File: src/rtl/rx_frame_ctl_if.sv
// rtl/rx_frame_ctl_if.sv - serial-receiver and buffer-write bus of the receive frame controller
interface rx_frame_ctl_if #(
    parameter int ADDR_W = 8
);
    logic              ser_bus_idle;
    logic [7:0]        ser_data;
    logic [15:0]       ser_crc_data;
    logic              ser_data_clk;
    logic              ser_wait_bus_idle;
    logic [7:0]        wr_byte;
    logic [ADDR_W-1:0] wr_addr;
    logic              wr_clk;
    logic [7:0]        wr_flags;
    logic              switch;

    // receiver / buffer side: supplies bytes, observes buffer writes
    modport master (
        output ser_bus_idle, ser_data, ser_crc_data, ser_data_clk,
        input  ser_wait_bus_idle, wr_byte, wr_addr, wr_clk, wr_flags, switch
    );

    // frame controller side
    modport slave (
        input  ser_bus_idle, ser_data, ser_crc_data, ser_data_clk,
        output ser_wait_bus_idle, wr_byte, wr_addr, wr_clk, wr_flags, switch
    );
endinterface

File: src/rtl/rx_frame_ctl.sv
// rtl/rx_frame_ctl.sv - receive frame controller: address filter, length/CRC check, ping-pong commit
module rx_frame_ctl #(
    parameter int ADDR_W = 8,
    parameter int NFILT  = 2
) (
    input  logic               clk,
    input  logic               reset_n,
    input  logic [7:0]         filter,
    input  logic [8*NFILT-1:0] filter_m,
    input  logic [NFILT-1:0]   filter_m_en,
    input  logic               user_crc,
    input  logic               not_drop,
    input  logic               abort,
    output logic               error,
    output logic               err_len,
    rx_frame_ctl_if.slave      bus
);
    localparam int              CNT_W   = ADDR_W + 1;
    localparam logic [CNT_W-1:0] CNT_MAX = '1;
    // 10 bits holds any length byte plus header/trailer and any byte counter value
    localparam logic [9:0]      DEPTH10 = 10'(1 << ADDR_W);

    typedef enum logic [1:0] {
        RECV    = 2'd0,
        CLEANUP = 2'd1
    } state_t;

    state_t            state, state_nxt;
    logic [CNT_W-1:0]  byte_cnt, byte_cnt_nxt;
    logic [7:0]        data_len, data_len_nxt;
    logic              drop, drop_nxt;
    logic [ADDR_W-1:0] wr_addr_q, wr_addr_nxt;
    logic [7:0]        wr_flags_q, wr_flags_nxt;
    logic              wr_clk_q, wr_clk_nxt;
    logic              switch_q, switch_nxt;
    logic              wait_q, wait_nxt;
    logic              error_q, error_nxt;
    logic              err_len_q, err_len_nxt;

    logic              mc_hit;
    logic [9:0]        cnt10;
    logic [9:0]        len_need;
    logic [9:0]        last_idx;

    function automatic logic [7:0] sat8(input logic [9:0] v);
        return (v > 10'd255) ? 8'hff : v[7:0];
    endfunction

    assign cnt10    = 10'(byte_cnt);
    assign len_need = {2'b00, bus.ser_data} + 10'd5;
    assign last_idx = {2'b00, data_len} + 10'd4;

    // destination byte matches any enabled multicast slot
    always_comb begin
        mc_hit = 1'b0;
        for (int i = 0; i < NFILT; i++) begin
            if (filter_m_en[i] && (filter_m[8*i +: 8] == bus.ser_data)) begin
                mc_hit = 1'b1;
            end
        end
    end

    // state register
    always_ff @(posedge clk or negedge reset_n) begin
        if (!reset_n) begin
            state <= RECV;
        end else begin
            state <= state_nxt;
        end
    end

    // next state, frame bookkeeping and output pulses
    always_comb begin
        state_nxt    = state;
        byte_cnt_nxt = byte_cnt;
        data_len_nxt = data_len;
        drop_nxt     = drop;
        wr_addr_nxt  = wr_addr_q;
        wr_flags_nxt = wr_flags_q;
        wr_clk_nxt   = 1'b0;
        switch_nxt   = 1'b0;
        wait_nxt     = 1'b0;
        error_nxt    = 1'b0;
        err_len_nxt  = 1'b0;

        case (state)
            RECV: begin
                if (bus.ser_bus_idle) begin
                    // idle mid-frame: truncated; a lone byte is just noise
                    if (byte_cnt != '0) begin
                        if ((cnt10 >= 10'd2) && !drop) begin
                            error_nxt = 1'b1;
                            if (not_drop) begin
                                wr_flags_nxt = sat8(cnt10);
                                switch_nxt   = 1'b1;
                            end
                        end
                        state_nxt = CLEANUP;
                    end
                end else if (bus.ser_data_clk) begin
                    wr_addr_nxt = byte_cnt[ADDR_W-1:0];
                    wr_clk_nxt  = (cnt10 < DEPTH10);
                    if (byte_cnt != CNT_MAX) begin
                        byte_cnt_nxt = byte_cnt + 1'b1;
                    end
                    if (cnt10 == 10'd0) begin
                        // our own transmissions echoed back are not received
                        if ((filter != 8'hff) && (bus.ser_data == filter)) begin
                            drop_nxt = 1'b1;
                        end
                    end else if (cnt10 == 10'd1) begin
                        if (!((filter == 8'hff) || (bus.ser_data == filter) ||
                              (bus.ser_data == 8'hff) || mc_hit)) begin
                            drop_nxt = 1'b1;
                        end
                    end else if (cnt10 == 10'd2) begin
                        data_len_nxt = bus.ser_data;
                        if (len_need > DEPTH10) begin
                            err_len_nxt = 1'b1;
                            error_nxt   = !drop;
                            state_nxt   = CLEANUP;
                        end
                    end else if (cnt10 == last_idx) begin
                        if (!drop) begin
                            if ((bus.ser_crc_data == 16'h0000) || user_crc) begin
                                wr_flags_nxt = 8'h00;
                                switch_nxt   = 1'b1;
                            end else begin
                                error_nxt = 1'b1;
                                if (not_drop) begin
                                    wr_flags_nxt = sat8(cnt10 + 10'd1);
                                    switch_nxt   = 1'b1;
                                end
                            end
                        end
                        state_nxt = CLEANUP;
                    end
                end
            end
            CLEANUP: begin
                wait_nxt     = 1'b1;
                byte_cnt_nxt = '0;
                data_len_nxt = 8'h00;
                drop_nxt     = 1'b0;
                state_nxt    = RECV;
            end
            default: begin
                state_nxt = CLEANUP;
            end
        endcase

        // abort overrides any commit or error decided this cycle
        if (abort) begin
            error_nxt   = 1'b0;
            err_len_nxt = 1'b0;
            switch_nxt  = 1'b0;
            state_nxt   = CLEANUP;
        end
    end

    // frame bookkeeping and registered outputs
    always_ff @(posedge clk or negedge reset_n) begin
        if (!reset_n) begin
            byte_cnt   <= '0;
            data_len   <= 8'h00;
            drop       <= 1'b0;
            wr_addr_q  <= '0;
            wr_flags_q <= 8'h00;
            wr_clk_q   <= 1'b0;
            switch_q   <= 1'b0;
            wait_q     <= 1'b0;
            error_q    <= 1'b0;
            err_len_q  <= 1'b0;
        end else begin
            byte_cnt   <= byte_cnt_nxt;
            data_len   <= data_len_nxt;
            drop       <= drop_nxt;
            wr_addr_q  <= wr_addr_nxt;
            wr_flags_q <= wr_flags_nxt;
            wr_clk_q   <= wr_clk_nxt;
            switch_q   <= switch_nxt;
            wait_q     <= wait_nxt;
            error_q    <= error_nxt;
            err_len_q  <= err_len_nxt;
        end
    end

    assign bus.wr_byte           = bus.ser_data;
    assign bus.wr_addr           = wr_addr_q;
    assign bus.wr_flags          = wr_flags_q;
    assign bus.wr_clk            = wr_clk_q;
    assign bus.switch            = switch_q;
    assign bus.ser_wait_bus_idle = wait_q;
    assign error                 = error_q;
    assign err_len               = err_len_q;
endmodule

File: src/flat_wrapper.sv
// flat-port wrapper written by rule: the top's interface ports become plain ports
module rx_frame_ctl_flat 
#(
    parameter int ADDR_W = 8,
    parameter int NFILT  = 2
)
  (clk, reset_n, filter, filter_m, filter_m_en, user_crc, not_drop, abort, error, err_len, bus_ser_bus_idle, bus_ser_data, bus_ser_crc_data, bus_ser_data_clk, bus_ser_wait_bus_idle, bus_wr_byte, bus_wr_addr, bus_wr_clk, bus_wr_flags, bus_switch);
  rx_frame_ctl_if #(.ADDR_W(ADDR_W)) bus_i ();
  input  logic clk;
  input  logic reset_n;
  input  logic [7:0] filter;
  input  logic [8*NFILT-1:0] filter_m;
  input  logic [NFILT-1:0] filter_m_en;
  input  logic user_crc;
  input  logic not_drop;
  input  logic abort;
  output logic error;
  output logic err_len;
  input wire logic [$bits(bus_i.ser_bus_idle)-1:0] bus_ser_bus_idle;
  input wire logic [$bits(bus_i.ser_data)-1:0] bus_ser_data;
  input wire logic [$bits(bus_i.ser_crc_data)-1:0] bus_ser_crc_data;
  input wire logic [$bits(bus_i.ser_data_clk)-1:0] bus_ser_data_clk;
  output wire logic [$bits(bus_i.ser_wait_bus_idle)-1:0] bus_ser_wait_bus_idle;
  output wire logic [$bits(bus_i.wr_byte)-1:0] bus_wr_byte;
  output wire logic [$bits(bus_i.wr_addr)-1:0] bus_wr_addr;
  output wire logic [$bits(bus_i.wr_clk)-1:0] bus_wr_clk;
  output wire logic [$bits(bus_i.wr_flags)-1:0] bus_wr_flags;
  output wire logic [$bits(bus_i.switch)-1:0] bus_switch;
  assign bus_i.ser_bus_idle = bus_ser_bus_idle;
  assign bus_i.ser_data = bus_ser_data;
  assign bus_i.ser_crc_data = bus_ser_crc_data;
  assign bus_i.ser_data_clk = bus_ser_data_clk;
  assign bus_ser_wait_bus_idle = bus_i.ser_wait_bus_idle;
  assign bus_wr_byte = bus_i.wr_byte;
  assign bus_wr_addr = bus_i.wr_addr;
  assign bus_wr_clk = bus_i.wr_clk;
  assign bus_wr_flags = bus_i.wr_flags;
  assign bus_switch = bus_i.switch;
  rx_frame_ctl #(.ADDR_W(ADDR_W), .NFILT(NFILT)) u_core (.clk(clk), .reset_n(reset_n), .filter(filter), .filter_m(filter_m), .filter_m_en(filter_m_en), .user_crc(user_crc), .not_drop(not_drop), .abort(abort), .error(error), .err_len(err_len), .bus(bus_i));
endmodule
File: config.mk
export PLATFORM = sky130hd
export DESIGN_NAME = rx_frame_ctl_flat
export DESIGN_NICKNAME = d
export VERILOG_FILES = /design/src/rtl/rx_frame_ctl_if.sv /design/src/rtl/rx_frame_ctl.sv /design/src/flat_wrapper.sv
export SDC_FILE = /design/constraint.sdc
export NUM_CORES = 1
export LEC_CHECK = 0
export CAP_MARGIN = 15
export CORE_MARGIN = 2
export CORE_UTILIZATION = 45
export CTS_CLUSTER_SIZE = 30
export DETAILED_ROUTE_END_ITERATION = 7
export DONT_BUFFER_PORTS = 1
export SLEW_MARGIN = 10
export SYNTH_ARGS = -nofsm -noshare
export SYNTH_HDL_FRONTEND = slang
export SYNTH_SLANG_ARGS = --single-unit
File: constraint.sdc
create_clock -name clk -period 2.9 [get_ports clk]
set_clock_uncertainty 0.2 [all_clocks]
set_input_delay 0.29 -clock clk [delete_from_list [all_inputs] [get_ports clk]]
set_output_delay 0.29 -clock clk [all_outputs]
set_load 0.05 [all_outputs]
==> results of run 1 <==
state kept, by name, indices dropped and copies added, names as in the netlist:
name and count:
u_core.bus.wr_flags 8, u_core.state 1, u_core.error 1, u_core.bus.wr_clk 1, u_core.byte_cnt 9, u_core.bus.ser_wait_bus_idle 1, u_core.drop 1, u_core.bus.switch 1
u_core.bus.wr_addr 8, u_core.data_len 8, u_core.err_len 1
synth_stat cells, types with 4 or more instances:
master	instances
a21oi_1	15
a22o_1	4
and3_1	4
buf_4	9
clkbuf_1	12
dfrtp_1	40
ha_1	6
inv_1	13
mux2_2	4
mux2_4	5
mux2i_1	7
nand2_1	22
nand3_1	12
nand4_1	9
nor2_1	26
nor3_1	9
nor4_1	10
o21ai_0	12
xnor2_1	9
xor2_1	31
power by group through the flow:
stage	clock network [mW]	logic (mW)	registers, mW
after floorplan	0	0.167	0.731
after global placement	0	0.161	0.737
after detailed placement	0	0.165	0.737
after CTS	0.485	0.193	0.726
after global routing	0.511	0.220	0.732
final	0.468	0.194	0.725
final timing paths:
kind                                                 from                            endpoint  depth (start not counted)
setup / recovery           u_core.byte_cnt[0]$_DFFE_PN0P_  u_core.bus.wr_flags[3]$_DFFE_PN0P_                         10
hold / removal                           bus_ser_bus_idle  u_core.bus.wr_flags[0]$_DFFE_PN0P_                          2
setup reg to reg           u_core.byte_cnt[0]$_DFFE_PN0P_  u_core.bus.wr_flags[3]$_DFFE_PN0P_                         10
hold reg to reg            u_core.data_len[0]$_DFFE_PN0P_      u_core.data_len[0]$_DFFE_PN0P_                          1
max in group asynchronous                         reset_n      u_core.data_len[5]$_DFFE_PN0P_                          2
min in group asynchronous                         reset_n  u_core.bus.wr_flags[4]$_DFFE_PN0P_                          2
kinds of logic (layout without fill, tap and decap cells):
group                    after synthesis  after routing
AND/OR/NAND/NOR                      104            104
AO/OA/AOI/OAI                         63             63
XOR/XNOR                              40             40
flip-flops                            40             40
buffers and inverters                 38             45
multiplexers                          16             16
adder cells (fa/ha/maj)                6              6
timing repair:
action | 4_1_cts | 5_1_grt
gates resized for setup | 0 | 6
hold buffers | 12 | 0
setup buffers | 0 | 1
endpoints found under the hold margin | 53 | 0
endpoints found under the setup margin | 0 | 5
cell type report:
cell class / count / area, um^2
clock buffer: 5 / 68.8
clock inverter: 3 / 47.5
fill: 555 / 2830
inverter: 13 / 48.8
multi-input combinational: 229 / 1620
sequential: 40 / 1000
tap: 75 / 93.8
timing repair buffer: 24 / 220
per-stage QoR:
| step | total power [mW] | setup WS [ps] | cell area, um^2 |
|---|---|---|---|
| finish | 1.39 | 172 | 3100 |
| floorplan | 0.898 | 153 | 2770 |
| global placement | 0.899 | 44.2 | 2810 |
| CTS | 1.40 | 36.0 | 3060 |
| global route | 1.46 | 36.4 | 3100 |
| detailed placement | 0.902 | 50.5 | 2810 |
routing by layer:
metal / vias up / GRT usage / wire length (um)
li1: 1098 / - / -
met1: 1147 / 0.274 / 2920
met2: 122 / 0.383 / 3550
met3: 12 / 0.0478 / 452
met4: 0 / 0.0800 / 140
met5: - / 0 / 0
cell usage in the layout (no fill, tap or decap), types with 2 or more instances in the layout:
cell type      synthesis  final
and3_1                 4      3
clkinv_4               0      2
o21ai_0               12     12
o211ai_1               3      3
inv_1                 13     13
a31oi_1                3      3
a21oi_1               15     15
o22ai_1                2      2
ha_1                   6      3
xor2_1                31     31
mux2_2                 4      4
nor3_1                 9      9
nor4_1                10     10
nand3_1               12     12
mux2i_1                7      7
o31a_1                 2      2
and2_1                 2      2
dlygate4sd3_1          0     11
nor2b_1                2      2
nand2_1               22     22
nor2_1                26     26
a211oi_1               2      2
o31ai_1                3      2
ha_2                   0      2
o21ai_1                3      3
buf_4                  9     12
a22o_1                 4      4
o2bb2ai_1              2      2
clkbuf_8               0      5
nand4_1                9      9
dfrtp_1               40     40
xnor2_1                9      9
mux2_4                 5      5
and4_1                 2      2
==> summary.md, run 1 <==
| Metric | Value |
|---|---|
| Status | `complete, no violations` |
| Reg-to-reg slack, setup | `about 170 ps` |
| Worst vdd ir | `between 0.3 and 0.4 mV` |
| Die Span Y | `about 82 um` |
| Cell row count | `28` |
| Largest net degree at the start of global routing | `between 40 and 50` |
| Net Switching | `0.447 mW` |
| Non-Filler Instances | `between 300 and 400` |
| Post-synthesis register bit count | `40` |
| Crit-path most repeated cell | `and3_1` |
| H-Tree Level Count | `2` |
| Net Sw Frac | `0.322` |
| Vias in the first global route | `roughly 2,400` |
| Reg clk slew, reported paths | `about 90 ps` |
| CP Cell Sequence | `ha_2, and3_4, and3_1, and3_1, ha_4, o31a_1, nand3_1, a21oi_1, o21ai_0, mux2_4` |
| Normalized max-slew margin | `0.643` |
| Root Buffer | `clkbuf_8` |
| Internal power | `between 0.9 and 1 mW` |
| Initial antenna violation count | `0` |
| Least-Margin Pin Slew | `around 530 ps` |
| Final Hold Fails | `0` |
| Total Wirelength | `roughly 7100 um` |
| CP peak stage delay | `390 ps` |
| Post-synthesis simple-gate area fraction | `0.189` |
| WHS | `15.9 ps` |
| Port bufs | `0` |
| Yosys cell types | `a little over 50` |
| CTS Buffer Depth | `2` |
| Final Core Density | `0.523` |
| Multiplexer share of the synthesized area | `0.0687` |
| Sequential cell area fraction in the yosys report | `0.362` |
| Initial Utilization | `0.467` |
| Slowest-stage cell, CP | `dfrtp_1` |
| Power Density | `448 nW/um^2` |
| Number of buffers and inverters on the critical path | `0` |
| Sequential share of power | `0.523` |
| # nets final | `~380` |
| CP Max Fanout | `6` |
| Die Width | `about 82 um` |
| Top cells by area, synth | `dfrtp_1 36%, xor2_1 9.8%, nor2_1 3.5%` |
| GP Congestion | `around 0.92` |
| Cells after DPL | `368` |
| Most used flip-flop cell after synthesis | `dfrtp_1` |
| Critical Path RT | `slightly below 3000 ps` |
| Post-DP HPWL | `~5200 um` |
| Num ports | `86` |
| DRT iter0 DRCs | `97` |
| Avg WL per Cell | `18.2 um` |
| RSZ-0062 raised after global routing | `no` |
| Setup violators final | `0` |
| Crit path kind | `register to register` |
| Fmax | `roughly 370 MHz` |
| CP arrival | `2730 ps` |
| Clk sinks | `40` |
| Area delta synth->final | `11.8%` |
| Synth Area per Inst | `9.02 um^2` |
| Synth Instances | `around 300` |
| Period utilization | `0.941` |
| Initial DRT Pass Iterations | `5` |
| Max Slew Vio Count | `0` |
| First-pass GRT wire length | `roughly 11,000 um` |
| Top cell type's share of synthesized area | `0.362` |
| Ys async rst share | `1.00` |
| Main combinational cell family by area after synthesis | `simple AND/OR/NAND/NOR gates` |
| Diode count | `0` |
| Syn Nets | `between 300 and 400` |
| Overall Global Routing Usage | `0.223` |
| Comb power frac | `0.140` |
| Tightest Hold Check Type | `primary input to register` |
| DRC violations left | `0` |
| Critical Path End Type | `register` |
| Synthesis warning total | `0` |
| Static leakage | `~1.4 nW` |
| Number of max-cap violations | `0` |
| Via count | `2,379` |
| Share of post-route cells with drive strength above 1 | `0.124` |
| Post-Syn Area | `between 2000 and 3000 um^2` |
| CTS Buf Count | `5` |
| Min cycle time layout | `2730 ps` |
| Clock power share | `0.337` |
| Area of the die | `6790 um^2` |
| Post-Synth Adder-Cell Area | `0.0271` |
| Synth Area in Compound Gates | `0.163` |
| Worst-Skew Late Latency | `~300 ps` |
| Synth area leader | `dfrtp_1` |
| Setup TNS | `0 ps` |
| Post-Synth XOR/XNOR Area | `0.127` |
| ANT nets after route | `0` |
| Startpoint types | `register` |
| Area of the core | `5920 um^2` |
| Post-synth EDFFs | `0` |
| Grt ovf | `0` |
| CTS tree | `built` |
| Vias per cell | `6.12` |
| CP top delay family | `simple AND/OR/NAND/NOR gates` |
Note: power is estimated with default switching activity, not from simulation.
==> run 2: changes to the inputs <==
==> constraint.sdc (replaced) <==
create_clock -name clk -period 2.66 [get_ports clk]
set_clock_uncertainty 0.2 [all_clocks]
set_input_delay 0.266 -clock clk [delete_from_list [all_inputs] [get_ports clk]]
set_output_delay 0.266 -clock clk [all_outputs]
set_load 0.05 [all_outputs]
==> run 2 against run 1 <==
Compared with the run above:
- worst setup slack lost 120 ps
- global-route usage shrank 0.17 points
- sequential share of layout area fell by 1.5 points
- count of clock-buffer cells in the layout stayed put
- maximum frequency up 4.7%
- flip-flop and latch count stayed put
- final cell count rose by 3.9%
- final area up 5.1%
- critical endpoint is now u_core.bus.wr_flags[5]$_DFFE_PN0P_
- largest power group unchanged
==> summary.md, run 2 (same netlist as run 1, synthesis figures left out) <==
| Metric | Value |
|---|---|
| Status | `complete, no violations` |
| Grt ovf | `0` |
| Initial antenna violation count | `0` |
| DRC violations left | `0` |
| Tightest Hold Check Type | `primary input to register` |
| Fmax | `between 300 and 400 MHz` |
| Reg clk slew, reported paths | `about 80 ps` |
| Share of post-route cells with drive strength above 1 | `0.191` |
| Least-Margin Pin Slew | `~600 ps` |
| Worst vdd ir | `0.417 mV` |
| Max Slew Vio Count | `0` |
| Clk sinks | `40` |
| Non-Filler Instances | `between 400 and 500` |
| # nets final | `391` |
| Initial DRT Pass Iterations | `4` |
| Startpoint types | `register` |
| Power Density | `approximately 470 nW/um^2` |
| Min cycle time layout | `roughly 2600 ps` |
| Overall Global Routing Usage | `0.221` |
| CP Cell Sequence | `nand2_4, or4_1, o32a_1, a2111oi_4, a31oi_4, mux2_4` |
| Setup violators final | `0` |
| # fillers | `532` |
| Area of the die | `about 6800 um^2` |
| Final Core Density | `0.549` |
| Area of the core | `roughly 5900 um^2` |
| Vias per cell | `roughly 5.9` |
| Port bufs | `0` |
| Largest register FFs | `9` |
| Normalized max-slew margin | `0.599` |
| CTS Buffer Depth | `2` |
| DRT iter0 DRCs | `approximately 160` |
| Initial Utilization | `0.467` |
| Critical Path End Type | `register` |
| Num ports | `between 80 and 90` |
| Die Span Y | `82.4 um` |
| Via count | `2,391` |
| CTS tree | `built` |
| Post-DP HPWL | `5180 um` |
| CP peak stage delay | `480 ps` |
| Commonest cells after routing, fill and taps aside | `38 x dfrtp_1, 31 x xor2_1, 27 x buf_4` |
| H-Tree Level Count | `2` |
| Slowest-stage cell, CP | `a2111oi_4` |
| Final Hold Fails | `0` |
| Vias in the first global route | `roughly 2,300` |
| Most common cell after layout, fill and taps aside | `dfrtp_1` |
| Largest net degree at the start of global routing | `41` |
| Setup TNS | `0 ps` |
| Cells after DPL | `between 300 and 400` |
| Critical Path RT | `2640 ps` |
| Number of max-cap violations | `0` |
| Top reg by flops | `u_core.byte_cnt` |
| WHS | `roughly 12 ps` |
| First-pass GRT wire length | `~11,000 um` |
| Crit path kind | `register to register` |
| GP Congestion | `between 0.9 and 1` |
| Total Wirelength | `between 6000 and 7000 um` |
| Die Width | `roughly 82 um` |
| CP arrival | `about 2600 ps` |
| Root Buffer | `clkbuf_8` |
| CTS Buf Count | `5` |
| Area delta synth->final | `17.5%` |
| Avg WL per Cell | `roughly 17 um` |
| CP Max Fanout | `7` |
| Static leakage | `approximately 1.5 nW` |
| Cell row count | `28` |
| ANT nets after route | `0` |
| Diode count | `0` |
| Worst-Skew Late Latency | `around 290 ps` |
| Period utilization | `0.979` |
==> run 2: layout make-up <==
class / instances / area [um^2] / area share
Multi-Input combinational cell: 229 / 1660 / 0.509
Sequential cell: 40 / 1000 / 0.308
Timing Repair Buffer: 39 / 333 / 0.102
Tap cell: 75 / 93.8 / 0.0288
Clock buffer: 5 / 68.8 / 0.0212
Inverter: 13 / 52.6 / 0.0162
Clock inverter: 3 / 46.3 / 0.0142
==> run 2: what timing repair did <==
action	CTS	global route
hold buffers	12	0
buffers inserted	0	5
endpoints found under the setup margin	0	7
hold endpoints to repair	54	0
gates resized for setup	0	14
==> run 2: metrics by stage <==
stage          cell area (um^2)  setup WS (ps)  power (mW)
6_report                   3250           55.7        1.53
4_1_cts                    3160           6.24        1.54
2_1_floorplan              2790           24.9       0.981
3_5_place_dp               2920           19.3       0.987
3_3_place_gp               2920           40.9       0.982
5_1_grt                    3250          -20.1        1.61
==> run 2: routing by layer <==
metal	share of wire	vias up	GRT usage	wire length, um
met5	0	-	0	0
met4	0.022	0	0.0800	151
met3	0.066	13	0.0457	459
met2	0.50	114	0.373	3430
met1	0.42	1133	0.279	2870
li1	-	1131	-	-
==> run 2: path summary, 6_finish.rpt <==
kind | startpoint | to | slack, ps | cells past startpoint
max | u_core.data_len[3]$_DFFE_PN0P_ | u_core.bus.wr_flags[5]$_DFFE_PN0P_ | 60 | 6
min | bus_ser_data[6] | u_core.err_len$_DFF_PN0_ | 10 | 2
max reg2reg | u_core.data_len[3]$_DFFE_PN0P_ | u_core.bus.wr_flags[5]$_DFFE_PN0P_ | 60 | 6
min reg2reg | u_core.data_len[1]$_DFFE_PN0P_ | u_core.data_len[1]$_DFFE_PN0P_ | 340 | 1
max in group asynchronous | reset_n | u_core.data_len[3]$_DFFE_PN0P_ | 1830 | 2
min in group asynchronous | reset_n | u_core.bus.wr_flags[4]$_DFFE_PN0P_ | 220 | 2
==> run 2: where the power goes <==
group / total, mW / switching, mW / internal (mW)
logic: 0.219 / 0.114 / 0.105
registers: 0.790 / 0.147 / 0.643
clock network: 0.518 / 0.236 / 0.283
total: 1.53 / 0.497 / 1.03
==> run 2: worst max-delay path, delay by kind of cell (launching register included) <==
family           cells  cell delay (ps)
AND/OR/NAND/NOR      2              550
multiplexers         1              350
AO/OA/AOI/OAI        3              940
flip-flops           1              460
